===== config.mk =====
export PLATFORM = sky130hd
export DESIGN_NAME = sdm_port_alloc
export DESIGN_NICKNAME = d
export VERILOG_FILES = /design/src/rtl/sdm_alloc_pkg.sv /design/src/rtl/rr_arb.sv /design/src/rtl/sdm_port_alloc.sv
export SDC_FILE = /design/constraint.sdc
export NUM_CORES = 1
export LEC_CHECK = 0
export ABC_AREA = 1
export BUFFER_PORTS_ARGS = -buffer_cell sky130_fd_sc_hd__buf_2
export CORE_AREA = 2 2 74 76
export CTS_CLUSTER_DIAMETER = 100
export DETAILED_ROUTE_END_ITERATION = 10
export DIE_AREA = 0 0 76 78
export PLACE_DENSITY = 0.8
export SLEW_MARGIN = 20
export SYNTH_ARGS = -nofsm -noshare
export SYNTH_HDL_FRONTEND = slang
export SYNTH_SLANG_ARGS = --single-unit

===== constraint.sdc =====
create_clock -name clk -period 4 [get_ports clk]
set_input_delay 0.6 -clock clk [delete_from_list [all_inputs] [get_ports clk]]
set_output_delay 0.6 -clock clk [all_outputs]
set_load 0.01 [all_outputs]

===== src/rtl/sdm_alloc_pkg.sv =====
// Shared types and default sizes for the SDM output-port VC allocator.
package sdm_alloc_pkg;

    localparam int unsigned SDM_DEF_N = 8;
    localparam int unsigned SDM_DEF_M = 2;

    typedef enum logic {
        FREE = 1'b0,
        BUSY = 1'b1
    } vc_state_e;

endpackage


===== src/rtl/rr_arb.sv =====
// Combinational round-robin arbiter: first set request at or above ptr, wrapping modulo N.
module rr_arb
    import sdm_alloc_pkg::*;
#(
    parameter  int unsigned N  = SDM_DEF_N,
    localparam int unsigned PW = (N > 1) ? $clog2(N) : 1
) (
    input  logic [N-1:0]  req,
    input  logic [PW-1:0] ptr,
    output logic [N-1:0]  gnt_c,
    output logic          vld_c
);

    int idx;

    // Scan upward from the pointer and keep the first hit.
    always_comb begin
        gnt_c = '0;
        vld_c = 1'b0;
        idx   = 0;
        for (int k = 0; k < N; k++) begin
            idx = 32'(ptr) + k;
            if (idx >= N) idx = idx - N;
            if (!vld_c && req[idx]) begin
                gnt_c[idx] = 1'b1;
                vld_c      = 1'b1;
            end
        end
    end

endmodule


===== src/rtl/sdm_port_alloc.sv =====
// Output-port VC allocator: one FREE/BUSY FSM and owner per output VC,
// at most one new grant per cycle, round-robin over requesters.
module sdm_port_alloc
    import sdm_alloc_pkg::*;
#(
    parameter int unsigned N = SDM_DEF_N,
    parameter int unsigned M = SDM_DEF_M
) (
    input  logic           clk,
    input  logic           rst,
    input  logic [N-1:0]   req,
    input  logic [M-1:0]   blk,
    output logic [N-1:0]   ack,
    output logic [M*N-1:0] cfg,
    output logic [M-1:0]   busy
);

    localparam int unsigned PW = (N > 1) ? $clog2(N) : 1;

    vc_state_e       state_q [M];
    vc_state_e       state_d [M];
    logic [PW-1:0]   owner_q [M];
    logic [PW-1:0]   owner_d [M];
    logic [PW-1:0]   ptr_q;
    logic [PW-1:0]   ptr_d;

    logic [N-1:0]    elig_req;
    logic [M-1:0]    elig_vc;
    logic [N-1:0]    gnt;
    logic            gnt_vld;
    logic [PW-1:0]   win;
    logic            grant;

    logic [N-1:0]    ack_d;
    logic [M*N-1:0]  cfg_d;
    logic [M-1:0]    busy_d;

    // Requesters not yet holding a VC; VCs free at this edge and not blocked.
    always_comb begin
        elig_req = req & ~ack;
        elig_vc  = '0;
        for (int m = 0; m < M; m++) begin
            elig_vc[m] = (state_q[m] == FREE) && !blk[m];
        end
    end

    rr_arb #(.N(N)) u_rr_arb (
        .req   (elig_req),
        .ptr   (ptr_q),
        .gnt_c (gnt),
        .vld_c (gnt_vld)
    );

    // One-hot winner to index.
    always_comb begin
        win = '0;
        for (int n = 0; n < N; n++) begin
            if (gnt[n]) win = PW'(n);
        end
    end

    // Next state: release dropped owners, then grant the lowest eligible VC.
    // Eligibility uses the pre-edge state, so a VC freed now is not regranted now.
    always_comb begin
        ptr_d = ptr_q;
        grant = 1'b0;
        for (int m = 0; m < M; m++) begin
            state_d[m] = state_q[m];
            owner_d[m] = owner_q[m];
        end
        for (int m = 0; m < M; m++) begin
            if (state_q[m] == BUSY && !req[owner_q[m]]) state_d[m] = FREE;
        end
        for (int m = 0; m < M; m++) begin
            if (!grant && gnt_vld && elig_vc[m]) begin
                state_d[m] = BUSY;
                owner_d[m] = win;
                grant      = 1'b1;
            end
        end
        if (grant) begin
            ptr_d = (32'(win) == (N - 1)) ? '0 : win + PW'(1);
        end
    end

    // Crossbar image of the next state, with ack/busy as its row/column ORs.
    always_comb begin
        ack_d  = '0;
        cfg_d  = '0;
        busy_d = '0;
        for (int m = 0; m < M; m++) begin
            for (int n = 0; n < N; n++) begin
                if (state_d[m] == BUSY && owner_d[m] == PW'(n)) begin
                    cfg_d[m*N + n] = 1'b1;
                    ack_d[n]       = 1'b1;
                    busy_d[m]      = 1'b1;
                end
            end
        end
    end

    // State and registered outputs; reset drops every grant.
    always_ff @(posedge clk) begin
        if (rst) begin
            for (int m = 0; m < M; m++) begin
                state_q[m] <= FREE;
                owner_q[m] <= '0;
            end
            ptr_q <= '0;
            ack   <= '0;
            cfg   <= '0;
            busy  <= '0;
        end else begin
            for (int m = 0; m < M; m++) begin
                state_q[m] <= state_d[m];
                owner_q[m] <= owner_d[m];
            end
            ptr_q <= ptr_d;
            ack   <= ack_d;
            cfg   <= cfg_d;
            busy  <= busy_d;
        end
    end

endmodule


==> results of run 1 <==
[registers in the layout, indices dropped and copies added, names as in the netlist]
register / count
ack: 8
busy: 2
cfg: 16
owner_q: 6
ptr_q: 3
state_q: 2
[synth_stat cells, types with 2 or more instances]
cell type  number
buf_2           4
nand2_4         2
nor2_2         10
nand4_1        10
a21oi_2         3
inv_4           2
a21oi_1         5
nor3_1         10
or2_1           2
nand2_2        13
dfxtp_1        37
nand2_1       104
inv_1          61
o221ai_1        2
ha_1           10
o21ai_4         2
o21ai_0        14
inv_2          11
nand3_1        71
nor2_4          4
nor2_1         55
nand3_2        13
o21a_1          2
[routing by layer]
layer	wire [um]	share of wire	vias up	track usage
met3	518	0.060	35	0.0291
met5	0	0	-	0
met1	3380	0.39	1404	0.346
met2	4320	0.50	150	0.579
li1	-	-	1555	-
met4	375	0.044	0	0.156
[kinds of logic (layout without fill, tap and decap cells)]
| family | after synthesis | in the layout |
|---|---|---|
| AO/OA/AOI/OAI | 33 | 33 |
| multiplexers | 1 | 1 |
| AND/OR/NAND/NOR | 299 | 299 |
| flip-flops | 37 | 37 |
| adder cells (fa/ha/maj) | 10 | 10 |
| buffers and inverters | 81 | 121 |
[worst max-delay path: cells and delay by family, from the launching register on]
family | cells | cell delay (ps)
AND/OR/NAND/NOR | 10 | 1380
adder cells (fa/ha/maj) | 3 | 800
buffers and inverters | 3 | 580
flip-flops | 1 | 480
AO/OA/AOI/OAI | 2 | 220
[final timing paths]
path	from	to	slack [ps]	cells past startpoint
worst max-delay path	ptr_q[1]	ptr_q[2]	410	18
worst min-delay path	rst	owner_q[0][0]	590	2
worst max register to register	ptr_q[1]	ptr_q[2]	410	18
worst min register to register	state_q[0][1]	state_q[0][1]	680	4
[final cells by class]
cell class,count,area [sq um]
clock buffers,6,82.6
multi-input cells,343,1860
clock inverters,1,7.51
flip-flops and latches,37,741
fillers,486,1770
inverters,75,287
repair buffers,39,200
well taps,70,87.6
[cells in the final DEF, fill, tap and decap left out]
cell / Yosys / routed
o211ai_1: 1 / 1
buf_4: 0 / 2
o21a_1: 2 / 2
nand3_2: 13 / 13
a21oi_4: 1 / 1
nor4_4: 1 / 1
nand3_1: 71 / 71
inv_1: 61 / 61
nand4_4: 1 / 1
buf_2: 4 / 37
o22ai_1: 1 / 1
nand4_1: 10 / 10
clkbuf_8: 0 / 6
inv_4: 2 / 2
nor3_2: 1 / 1
clkinvlp_4: 0 / 1
nand2_1: 104 / 104
or2_1: 2 / 2
nand3_4: 1 / 1
o21ai_0: 14 / 14
nor2_2: 10 / 10
a21oi_1: 5 / 5
ha_1: 10 / 10
o21ai_2: 1 / 1
a21oi_2: 3 / 3
nor2_4: 4 / 4
clkinv_1: 1 / 1
mux2i_1: 1 / 1
dfxtp_1: 37 / 37
or3_1: 1 / 1
o21ai_4: 2 / 2
nand2_4: 2 / 2
nor2_1: 55 / 55
nand2_2: 13 / 13
inv_2: 11 / 11
o21a_2: 1 / 1
o221ai_1: 2 / 2
nor3_1: 10 / 10
[where the power goes]
group	internal (uW)	leakage [uW]	switching, uW
Clock	136	0.0000433	125
Combinational	559	0.00144	1440
Sequential	437	0.000302	56.6
Total	1130	0.00178	1630
[stage by stage]
stage / hold WS (ps) / instance area, sq um / cells / setup slack [ps] / util
5_1_grt: 596 / 3270 / 571 / 53.2 / 0.648
2_1_floorplan: 595 / 2930 / 461 / 722 / -
3_3_place_gp: 641 / 3180 / 564 / 611 / 0.631
6_report: 594 / 3270 / 571 / 411 / 0.648
3_5_place_dp: 661 / 3180 / 564 / 473 / 0.631
4_1_cts: 578 / 3270 / 571 / 460 / 0.648
==> reports/metrics.cfg, run 1 <==
[run]
cap_viol_max_count=0

[timing]
finalSetupTns_ps=0
tightest_slew_ps=488
post-route-min-period_ps=3590
finalHoldViolations=0
max_freq_mhz=279
report.final.slew_viol_count=0
fin_worst_skew_ps=11.1
rsz0062_at_grt=false
finalSetupViolCount=0
relSlewSlack=0.672
fin_crit_sh=0.897

[grt]
grt_overflow=0
grt_util_all_layers=0.308
grt_pass1_vias=3120
antenna_found_initial=0
grt_pass1_wl_um=14700
grt_max_degree=29

[final_layout]
diodes=0
syn_to_final_growth_pct=11.7
drive_gt1_frac=0.226
fin_nets=523

[worst_setup_path]
cp-start-kind=flip-flop
cp_max_fo=12
end_kind=flip-flop
required_ps=4170
worstSetupPathType=reg2reg
slowest_delay_ps=480
crit_top_cell=ha_1
path_cells=inv_1, ha_1, inv_1, nand3_1, nand3_1, nand2_2, nor2_4, nand4_4, nor3_2, nand2_1, nand4_1, inv_2, nand3_2, nand2_1, ha_1, ha_1, o21ai_0, a21oi_1
arrival_ps=3760
worst_path_max_delay_cell=dfxtp_1

[synth]
synth_area_leaders=dfxtp_1 25%, nand2_1 13%, nand3_1 12%
synth_xor_xnor_area_share=0
synth_top_area_share=0.253
ys_warn_count=0
ys_ff_latch=37
mappedNetlistArea_sq_mm=0.00293
avgSynthCellArea_sq_um=6.35
ys_seq_area_frac=0.253
synth.distinct_cells=37
muxShareOfSynthArea=0.00342
synth_nets=483
synth_cells=461
synth_edf_count=0
synth_top_area_cell=dfxtp_1
synth-compound-area-share=0.0799
yosys.area_share.adder=0.0428
async_flop_share=0
synthSimpleGateAreaFrac=0.511
synth_top_family_by_area=simple AND/OR/NAND/NOR gates
synth_top_flop_cell=dfxtp_1

[place]
io_buffers=37
gp_congestion=1.06
hpwlAfterDp_um=6960

[power_and_ir_drop]
vdd_drop_max_mv=0.420
p_per_area_mw_per_mm2=843
power.leakage_uw=0.00178
finalPower_uw=2760

[clocking]
clk_latency_ps=290
clk_path_buf_depth=2
root_buffer=clkbuf_8
cts.sinks=37
ctsHoldBuffers=0
cts_max_level=2
tritoncts=built
cts_buffers=5
post_cts_buffers=0
ctsResizeCount=0
path_clk_slew_ps=80

[drt]
route.detailed.drc=0
antenna_left=0
dr.pass1.iters=7
wl_um=8590
drt-wirelength-per-cell_um=15.0
vias_per_cell=5.51
vias=3144
drtIter0Drc=326

[run_status]
status=completed

[floorplanning]
die_h_um=78
core-area_sq_mm=0.00504
fp-row-count=26
die_area_sq_mm=0.00593
die_w_um=76
start_util=0.580
ios=38

[hold_path]
hp-class=in2reg

Note: power is estimated with default switching activity, not from simulation.
==> run 2, diff against run 1 <==
--- a/config.mk
+++ b/config.mk
@@ -12,6 +12,7 @@
 export DETAILED_ROUTE_END_ITERATION = 10
 export DIE_AREA = 0 0 76 78
 export PLACE_DENSITY = 0.8
+export RECOVER_POWER = 25
 export SLEW_MARGIN = 20
 export SYNTH_ARGS = -nofsm -noshare
 export SYNTH_HDL_FRONTEND = slang
==> reports/metrics.cfg, run 2 (synthesis results as in run 1) <==
[worst_setup_path]
cp_max_fo=12
path_cells=inv_1, ha_1, inv_1, nand3_1, nand3_1, nand2_2, nor2_4, nand4_4, nor3_2, nand2_1, nand4_1, inv_2, nand3_2, nand2_1, ha_1, ha_1, o21ai_0, a21oi_1
slowest_delay_ps=470
r2r_end=ptr_q[2]
crit_buf_inv=3
r2r_slack_ps=410
crit_cells=18
required_ps=4170
path_delay_family=simple AND/OR/NAND/NOR gates
worstRegToRegCells=18
worstSetupPathType=reg2reg
end_kind=flip-flop
crit_start=ptr_q[1]
worst_path_max_delay_cell=dfxtp_1
crit_end=ptr_q[2]
rr_startpoint=ptr_q[1]
arrival_ps=3760
crit_top_cell=ha_1
cp-start-kind=flip-flop

[timing]
fin_worst_skew_ps=10.0
finalHoldViolations=0
finalSetupViolCount=0
fin_crit_sh=0.897
relSlewSlack=0.686
post-route-min-period_ps=3590
finalSetupTns_ps=0
tightest_slew_ps=467
rsz0062_at_grt=false
max_freq_mhz=279
report.final.slew_viol_count=0

[grt]
grt_pass1_vias=3120
grt_util_all_layers=0.308
grt_max_degree=29
grt_pass1_wl_um=14700
antenna_found_initial=0
grt_overflow=0

[floorplanning]
die_w_um=76
start_util=0.580
core-area_sq_mm=0.00504
die_area_sq_mm=0.00593
fp-row-count=26
die_h_um=78
ios=38

[final_layout]
fin_nets=523
mostFrequentLayoutCells=104 x nand2_1, 71 x nand3_1, 61 x inv_1
reg_top3=cfg x16, ack x8, owner_q x6
top_register=cfg
syn_to_final_growth_pct=11.1
drive_gt1_frac=0.196
diodes=0
largest_register_ffs=16
layout_commonest_cell=nand2_1

[run]
cap_viol_max_count=0

[drt]
dr.pass1.iters=5
vias=3168
wl_um=8550
drtIter0Drc=301
vias_per_cell=5.55
antenna_left=0
route.detailed.drc=0
drt-wirelength-per-cell_um=15.0

[power_and_ir_drop]
vdd_drop_max_mv=0.418
power.leakage_uw=0.00172
p_per_area_mw_per_mm2=846
finalPower_uw=2750

[place]
io_buffers=37
hpwlAfterDp_um=6960
gp_congestion=1.06

[clocking]
clk_path_buf_depth=2
cts.sinks=37
tritoncts=built
root_buffer=clkbuf_8
clk_latency_ps=280
path_clk_slew_ps=70
ctsResizeCount=0
ctsHoldBuffers=0
post_cts_buffers=0
cts_max_level=2
cts_buffers=5

[run_status]
status=completed

[hold_path]
hp-class=in2reg

run 2: cell count changes in the layout (fill, tap and decap cells not counted):
cell / delta
buf_2: -15
clkbuf_1: +15
run 2: worst min path at each step:
| stage | end | slack (ps) | depth (start not counted) | start |
|---|---|---|---|---|
| 2_1_floorplan | busy[1] | 590 | 4 | state_q[0][1] |
| 3_3_place_gp | state_q[0][1] | 640 | 4 | state_q[0][1] |
| 3_5_place_dp | cfg[6] | 660 | 4 | owner_q[0][1] |
| 4_1_cts | owner_q[0][0] | 580 | 2 | rst |
| 5_1_grt | owner_q[0][4] | 600 | 2 | rst |
| 6_report | owner_q[0][0] | 590 | 2 | rst |
run 2: area by class of cell:
class                      instances  area, sq um
multi-input combinational        343         1860
fill                             497         1790
sequential                        37          741
inverter                          75          287
timing repair buffer              39          181
tap                               70         87.6
clock buffer                       6         82.6
clock inverter                     1         7.51
run 2: metal layers:
layer	share of wire	wire length (um)	GRT usage	vias to the layer above
met5	0	0	0	-
met4	0.046	390	0.156	0
met3	0.056	479	0.0291	37
met2	0.50	4300	0.579	148
met1	0.40	3380	0.346	1425
li1	-	-	-	1558
run 2: through the flow:
step	setup slack, ps	util	std cells	hold slack, ps	instance area [sq um]
floorplan	722	-	461	595	2930
global placement	611	0.631	564	641	3180
detailed placement	473	0.631	564	661	3180
CTS	460	0.648	571	578	3270
global route	53.2	0.645	571	596	3250
finish	411	0.645	571	592	3250
run 2: where the power goes:
part / switching (uW) / internal, uW / leakage [uW]
Sequential: 56.9 / 437 / 0.000302
Combinational: 1440 / 554 / 0.00137
Clock: 125 / 136 / 0.0000433
Total: 1620 / 1130 / 0.00172
